`src/rtl/pipe_hazard_sequencer.sv`:
```
// Hazard controller for the 4-stage in-order pipeline: forwarding selects,
// load-use and branch stalls, mispredict flush sequencing, event counters.
//
// Ports:
//   clk, rst_n           clock, async active-low reset
//   id_valid/rs1/rs2/rd  instruction currently in ID
//   id_we/is_load/is_branch  ID instruction attributes
//   br_resolve           branch in EX resolves this cycle
//   br_mispredict        qualifies br_resolve, prediction was wrong
//   pc_en, ifid_en       front-end advance enables
//   idex_bubble          inject NOP into ID/EX
//   flush                kill IF/ID and ID/EX
//   fwd_a, fwd_b         00 regfile, 01 EX, 10 MEM
//   stall_cnt, flush_cnt saturating debug counters
module pipe_hazard_sequencer #(
    parameter int REG_W     = 5,
    parameter int FLUSH_CYC = 2,
    parameter int CNT_W     = 8
) (
    input  logic             clk,
    input  logic             rst_n,
    input  logic             id_valid,
    input  logic [REG_W-1:0] id_rs1,
    input  logic [REG_W-1:0] id_rs2,
    input  logic [REG_W-1:0] id_rd,
    input  logic             id_we,
    input  logic             id_is_load,
    input  logic             id_is_branch,
    input  logic             br_resolve,
    input  logic             br_mispredict,
    output logic             pc_en,
    output logic             ifid_en,
    output logic             idex_bubble,
    output logic             flush,
    output logic [1:0]       fwd_a,
    output logic [1:0]       fwd_b,
    output logic [CNT_W-1:0] stall_cnt,
    output logic [CNT_W-1:0] flush_cnt
);

    typedef enum logic [1:0] {
        RUN,
        LDSTALL,
        BRWAIT,
        FLUSH
    } state_t;

    localparam logic [2:0] FLUSH_LD = 3'(FLUSH_CYC);

    state_t           state, state_nxt;
    logic [2:0]       fcnt_q, fcnt_nxt;
    logic             br_out;

    logic             ex_v, ex_we, ex_ld;
    logic [REG_W-1:0] ex_rd;
    logic             mem_v, mem_we;
    logic [REG_W-1:0] mem_rd;

    logic ex_a, ex_b, mem_a, mem_b;
    logic mispredict, in_flush, load_use, br_hold, stall, accept;

    assign ex_a  = ex_v & ex_we & (ex_rd == id_rs1) & (ex_rd != '0);
    assign ex_b  = ex_v & ex_we & (ex_rd == id_rs2) & (ex_rd != '0);
    assign mem_a = mem_v & mem_we & (mem_rd == id_rs1) & (mem_rd != '0);
    assign mem_b = mem_v & mem_we & (mem_rd == id_rs2) & (mem_rd != '0);

    // A load in EX has no data yet, so it cannot forward; MEM can.
    assign fwd_a = (ex_a & ~ex_ld) ? 2'b01 : (mem_a ? 2'b10 : 2'b00);
    assign fwd_b = (ex_b & ~ex_ld) ? 2'b01 : (mem_b ? 2'b10 : 2'b00);

    // Resolves arriving during FLUSH belong to the squashed path.
    assign mispredict = br_resolve & br_mispredict & (state != FLUSH);
    assign in_flush   = mispredict | (state == FLUSH);
    assign load_use   = id_valid & ex_ld & (ex_a | ex_b);
    assign br_hold    = id_valid & id_is_branch & br_out;
    assign stall      = ~in_flush & (load_use | br_hold);
    assign accept     = id_valid & ~idex_bubble & ~flush;

    always_comb begin
        state_nxt   = state;
        fcnt_nxt    = fcnt_q;
        pc_en       = 1'b1;
        ifid_en     = 1'b1;
        idex_bubble = 1'b0;
        flush       = 1'b0;

        unique case (state)
            FLUSH: begin
                fcnt_nxt = fcnt_q - 3'd1;
                if (fcnt_q <= 3'd1) begin
                    state_nxt = RUN;
                end
            end
            default: begin
                if (mispredict) begin
                    state_nxt = FLUSH;
                    fcnt_nxt  = FLUSH_LD;
                end else if (br_hold & ~br_resolve) begin
                    state_nxt = BRWAIT;
                end else if (load_use) begin
                    state_nxt = LDSTALL;
                end else begin
                    state_nxt = RUN;
                end
            end
        endcase

        if (in_flush) begin
            flush       = 1'b1;
            idex_bubble = 1'b1;
        end else if (stall) begin
            pc_en       = 1'b0;
            ifid_en     = 1'b0;
            idex_bubble = 1'b1;
        end
    end

    always_ff @(posedge clk or negedge rst_n) begin
        if (!rst_n) begin
            state  <= RUN;
            fcnt_q <= '0;
        end else begin
            state  <= state_nxt;
            fcnt_q <= fcnt_nxt;
        end
    end

    always_ff @(posedge clk or negedge rst_n) begin
        if (!rst_n) begin
            ex_v   <= 1'b0;
            ex_we  <= 1'b0;
            ex_ld  <= 1'b0;
            ex_rd  <= '0;
            mem_v  <= 1'b0;
            mem_we <= 1'b0;
            mem_rd <= '0;
        end else begin
            mem_v  <= ex_v;
            mem_we <= ex_we;
            mem_rd <= ex_rd;
            ex_v   <= accept;
            ex_we  <= accept & id_we;
            ex_ld  <= accept & id_is_load;
            ex_rd  <= accept ? id_rd : '0;
        end
    end

    // A newly accepted branch wins over a resolve of the older one.
    always_ff @(posedge clk or negedge rst_n) begin
        if (!rst_n) begin
            br_out <= 1'b0;
        end else if (in_flush) begin
            br_out <= 1'b0;
        end else if (accept & id_is_branch) begin
            br_out <= 1'b1;
        end else if (br_resolve) begin
            br_out <= 1'b0;
        end
    end

    always_ff @(posedge clk or negedge rst_n) begin
        if (!rst_n) begin
            stall_cnt <= '0;
            flush_cnt <= '0;
        end else begin
            if (idex_bubble & ~flush & (stall_cnt != '1)) begin
                stall_cnt <= stall_cnt + 1'b1;
            end
            if (mispredict & (flush_cnt != '1)) begin
                flush_cnt <= flush_cnt + 1'b1;
            end
        end
    end

endmodule

```
`config.mk`:
```
export PLATFORM = sky130hd
export DESIGN_NAME = pipe_hazard_sequencer
export DESIGN_NICKNAME = d
export VERILOG_FILES = /design/src/rtl/pipe_hazard_sequencer.sv
export SDC_FILE = /design/constraint.sdc
export NUM_CORES = 1
export LEC_CHECK = 0
export ABC_AREA = 1
export CAP_MARGIN = 15
export CORE_MARGIN = 4
export CORE_UTILIZATION = 42
export CTS_CLUSTER_DIAMETER = 40
export DETAILED_ROUTE_END_ITERATION = 6
export GPL_TIMING_DRIVEN = 0
export PLACE_DENSITY_LB_ADDON = 0.12
export SLEW_MARGIN = 10
export SYNTH_ARGS = -nofsm -noshare
export SYNTH_HDL_FRONTEND = slang
export SYNTH_SLANG_ARGS = --single-unit
```
`constraint.sdc`:
```
create_clock -name clk -period 1.35 [get_ports clk]
set_input_delay 0.27 -clock clk [delete_from_list [all_inputs] [get_ports clk]]
set_output_delay 0.27 -clock clk [all_outputs]
set_load 0.03 [all_outputs]
```
## After elaboration in Yosys (flattened, before gate mapping)

Cells that the tools add are included.
W data, S select, Z words.

| storage, ports and cells | value |
|---|---|
| output and inout bits | 24 |
| flip-flop bits (word level) | 37 |

| cells by class | value |
|---|---|
| bitwise logic cells | 36 |
| add/sub/neg operators | 3 |
| multiplexer cells | 20 |
| magnitude comparators | 1 |
| equal/unequal tests | 9 |
| reduce and logical (&&, ||, !) cells | 4 |

Operators by type and width:

| operator | count |
|---|---|
| $and A1 B1 Y1 | 28 |
| $eq A5 B5 Y1 | 4 |
| $add A8 B1 Y8 const B | 2 |
| $mux W2 | 8 |
| $ne A8 B8 Y1 const B | 2 |
| $reduce_bool A5 Y1 | 2 |
| $mux W1 | 9 |
| $mux W3 | 2 |
| $mux W5 | 1 |
| $not A1 Y1 | 5 |
| $le A3 B1 Y1 const B | 1 |
| $or A1 B1 Y1 | 3 |
| $reduce_bool A3 Y1 | 1 |
| $sub A3 B1 Y3 const B | 1 |
| $eq A2 B2 Y1 const B | 1 |
| $ne A2 B1 Y1 const B | 1 |
| $ne A2 B2 Y1 const B | 1 |
| $reduce_bool A2 Y1 | 1 |

## Logic depth before layout (Yosys ltp)

| logic depth | value |
|---|---|
| word-level depth | 15 |
| mapped depth | 13 |
| depth with buffers taken out | 13 |

## Least setup slack after synthesis

No wires, ideal clock.

| path | value |
|---|---|
| path kind | register -> output |
| from | reg state[0] |
| to | out pc_en |
| cell stages (with the launch flop) | 7 |
| arrival | 1.695 ns |
| slack | -0.615 ns |
| path through | dfrtp_1 -> nand2_1 -> nand2_1 -> inv_1 -> clkbuf_1 -> nand2_1 -> buf_4 |

| on the way | value |
|---|---|
| word-level cells in the longest chain between the ends | 7 |
| elaborated cells on any way between the ends | 8 |

Ends and longest elaborated chain:

| element | line | source |
|---|---|---|
| start: declaration | 50 | `state_t state, state_nxt;` |
| start signal: assignment | 123 | `state <= state_nxt;` |
| $ne A2 B2 Y1 | 72 | `assign mispredict = br_resolve & br_mispredict & (state != FLUSH);` |
| $and A1 B1 Y1 | 72 |  |
| $or A1 B1 Y1 * | 73 | `assign in_flush = mispredict \| (state == FLUSH);` |
| $not A1 Y1 | 76 | `assign stall = ~in_flush & (load_use \| br_hold);` |
| $and A1 B1 Y1 | 76 |  |
| $mux W1 | -- |  |
| $mux W1 * | -- |  |
| end: declaration | 31 | `output logic pc_en,` |

Every way passes the cells marked *; elsewhere a longest branch is shown, timed or not.

## Worst setup path after layout

| path | value |
|---|---|
| from | in id_rs1[2] |
| to | out pc_en |

| on the way | value |
|---|---|
| word-level cells in the longest chain between the ends | 9 |

Ends and longest elaborated chain:

| element | line | source |
|---|---|---|
| start: declaration | 23 | `input logic [REG_W-1:0] id_rs1,` |
| $eq A5 B5 Y1 | 62 | `assign ex_a = ex_v & ex_we & (ex_rd == id_rs1) & (ex_rd != '0);` |
| $and A1 B1 Y1 (2 in a row) | 62 |  |
| $or A1 B1 Y1 | 74 | `assign load_use = id_valid & ex_ld & (ex_a \| ex_b);` |
| $and A1 B1 Y1 | 74 |  |
| $or A1 B1 Y1 | 76 |  |
| $and A1 B1 Y1 | 76 |  |
| $mux W1 | 111 | `end else if (stall) begin` |
| $mux W1 | 108 | `if (in_flush) begin` |

No other way between the ends.

==> results.json <==
{
  "crit_path_max_incr_delay_ps": 500,
  "synth_top_family_by_area": "simple AND/OR/NAND/NOR gates",
  "gr-total-overflow": 0,
  "synth_seq_cells": 37,
  "dieWidth_um": 77.1,
  "root_buffer": "clkbuf_8",
  "drv_cap": 0,
  "startpoint_type": "input pin",
  "regArea_um2": 940,
  "antenna_left": 0,
  "cts_buffer_depth": 2,
  "netlist-cell-type-count": 30,
  "tns_ps": -9560,
  "synth_compound_area_share_pct": 4.43,
  "synth-simple-area-share_pct": 30.2,
  "worst_slack_ps": -618,
  "num_vias": 1845,
  "final_max_slew_viol_count": 0,
  "syn_nets": 276,
  "crit_arrival_ps": 1700,
  "synthXorXnorAreaFrac_pct": 8.29,
  "crit_slowest_cell": "clkdlybuf4s50_1",
  "route.detailed.drc": 0,
  "final-setup-viol-count": 33,
  "layout-drive-gt1-share_pct": 34.6,
  "fmax_ghz": 0.508,
  "gp_congestion": 0.872,
  "fillers": 378,
  "rsz0062_at_grt": "true",
  "netlist_area_um2": 2010,
  "worstMarginPinSlew_ps": 380,
  "grt_pass1_vias": 1730,
  "p_total_mw": 3.90,
  "drt_first_iter_violations": 106,
  "crit_path_frequent_cell": "nand2_1",
  "wl_mm": 4.98,
  "grt_usage_pct": 16.6,
  "start_util_pct": 44.9,
  "hold_class": "input pin to flop",
  "firstDrtPassIters": 4,
  "io_buffer_count": 46,
  "worst_setup_path_end_kind": "output port",
  "combPwrFrac_pct": 37.1,
  "finish.utilization_pct": 68.7,
  "dieArea_um2": 5950,
  "p_int_mw": 2.43,
  "synth_fa_ha_area_share_pct": 2.49,
  "drt-wirelength-per-cell_um": 13.1,
  "relSlewSlack_pct": 74.4,
  "die_h_um": 77.1,
  "pre_cts_ws_ps": -1230,
  "clk_pin_slew_ps": 70,
  "fin_crit_sh_pct": 146,
  "nets": 353,
  "synthCells": 249,
  "yosysSeqAreaShare_pct": 46.1,
  "dpl_cell_area_um2": 2650,
  "failed_checks": "setup timing",
  "power_density_nw_per_um2": 1270,
  "layout_min_cycle_time_ps": 1970,
  "cts_made_buffers": 5,
  "crit_type": "input pin to output port",
  "multi_input_area_um2": 1120,
  "cp_cell_sequence": "clkdlybuf4s50_1 -> nand2_1 -> nand2_1 -> nand2_1 -> nor2_1 -> nand2_2 -> nand2_2 -> nand2_4 -> nand2_8 -> nand2_8 -> buf_6 -> buf_6",
  "area_growth_pct": 53.1,
  "grt_pass1_wl_mm": 8.00,
  "diodes": 0,
  "p_sw_share_pct": 37.6,
  "hold_violations": 0,
  "antenna_found_initial": 0,
  "clkPwrFrac_pct": 22.0,
  "cp.required_ps": 1080,
  "rows": 24,
  "crit_fanout": 4,
  "p_sw_mw": 1.47,
  "io_pins": 47,
  "syn_avg_cell_area_um2": 8.06,
  "outcome": "finished, violations left",
  "fin_area_um2": 3070,
  "synth_top_cell_area_share_pct": 46.1,
  "p_leak_nw": 1.52,
  "cts.sinks": 37,
  "cts_tree": "yes",
  "dpl.hpwl_mm": 3.28,
  "htreeDepth": 2,
  "finClkSkew_ps": 2.39,
  "synthTopCellsByArea": "dfrtp_1 (46%), nand2_1 (13%), inv_1 (6.7%)",
  "yosysTopAreaCell": "dfrtp_1",
  "vdd_drop_max_mv": 1.23,
  "clock_latency_ps": 290,
  "viasPerCell": 4.87,
  "core_area_um2": 4470,
  "grt_max_degree": 27,
  "p_seq_share_pct": 40.9,
  "yosys_warnings": 0,
  "muxShareOfSynthArea_pct": 0
}
power by group through the flow:
stage / Sequential (mW) / Clock (mW) / Combinational [mW]
floorplan: 1.81 / 0 / 0.502
CTS: 1.59 / 0.871 / 1.32
global placement: 1.59 / 0 / 1.22
global route: 1.64 / 0.932 / 1.57
finish: 1.60 / 0.858 / 1.45
detailed placement: 1.59 / 0 / 1.24
synth_stat cells:
library cell and n:
ha_1 4, nor3_1 3, nand3b_1 1, a22oi_1 1
nand2_1 68, nor2_1 23, nand2_2 2, o22ai_1 2
inv_1 36, xor2_1 10, nand3_2 1, nand3_4 1
nor4_1 2, nand4_1 10, nand4_2 1, xnor2_1 9
a21oi_1 4, nor2_2 2, nand2_8 1, inv_2 6
a211oi_1 1, nand2_4 1, o31ai_1 1, or2_2 1
clkbuf_1 1, o2111ai_1 1, buf_4 1, nand3_1 13
dfrtp_1 37, o21ai_0 5
cell type report:
| class | count | area share (%) |
|---|---|---|
| Buffer | 2 | 0.611 |
| Clock inverter | 1 | 0.163 |
| Sequential cell | 37 | 30.6 |
| Inverter | 42 | 5.21 |
| Timing Repair Buffer | 70 | 21.8 |
| Tap cell | 52 | 2.12 |
| Clock buffer | 7 | 3.14 |
| Multi-Input combinational cell | 168 | 36.4 |
registers in the layout, summed over array words and instances (netlist names):
| register | cells |
|---|---|
| br_out | 1 |
| ex_ld | 1 |
| ex_rd | 5 |
| ex_v | 1 |
| ex_we | 1 |
| fcnt_q | 3 |
| flush_cnt | 8 |
| mem_rd | 5 |
| mem_v | 1 |
| mem_we | 1 |
| stall_cnt | 8 |
| state | 2 |
critical path: cells and delay by family:
| kind | cells | cell delay (ps) |
|---|---|---|
| simple gates | 9 | 690 |
| buf+inv | 3 | 730 |
kinds of logic (layout without fill, tap and decap cells):
logic type                 count (synthesis)  count (layout)
buffers and inverters                     44             122
and+or+nand+nor                          130             130
xor gates and xnor gates                  19              19
DFF                                       37              37
adders and majority gates                  4               4
AOI/OAI and AO/OA                         15              15
placed cells by master, fill, tap and decap left out, types with 3 or more instances in the layout:
master and n:
dfrtp_2 11, inv_2 6, nand2_1 60, nand4_1 10, a21oi_1 4, nor2_1 17
xor2_1 10, clkbuf_8 7, nand3_4 4, nor2_4 5, inv_1 35, buf_2 3
o21ai_0 4, nand3_1 7, nor2_2 3, buf_6 12, nand3_2 4, clkdlybuf4s15_2 9
buf_4 17, nand2_2 8, clkdlybuf4s50_1 10, xnor2_1 8, dlygate4sd2_1 11, dfrtp_1 26
metrics by stage:
| stage | cells | hold slack, ps |
|---|---|---|
| 2_1_floorplan | 249 | -25.6 |
| 3_3_place_gp | 347 | 358 |
| 3_5_place_dp | 348 | 180 |
| 4_1_cts | 367 | 346 |
| 5_1_grt | 379 | 354 |
| 6_report | 379 | 356 |
path summary, 6_finish.rpt:
kind	to	slack (ps)	depth (start not counted)	start
max	pc_en	-620	12	id_rs1[2]
min	br_out	360	2	br_resolve
max reg2reg	stall_cnt[5]	-400	13	ex_rd[1]
min reg2reg	mem_we	390	0	ex_we
max in group asynchronous	stall_cnt[7]	510	3	rst_n
min in group asynchronous	mem_rd[4]	400	2	rst_n
metal layers:
metal | global-route usage, % | up-vias | part of all wire [%]
li1 | - | 937 | -
met1 | 22.0 | 852 | 44
met2 | 26.5 | 49 | 50
met3 | 4.33 | 7 | 4.5
met4 | 5.34 | 0 | 1.4
met5 | 0 | - | 0
timing repair:
item	in CTS	in global routing
hold buffers	1	0
resized for setup	128	27
setup buffers	10	12
pin swaps	13	11
setup endpoints to repair	49	41
endpoints found under the hold margin	11	0
No activity file was read; power rests on OpenSTA's default activity.
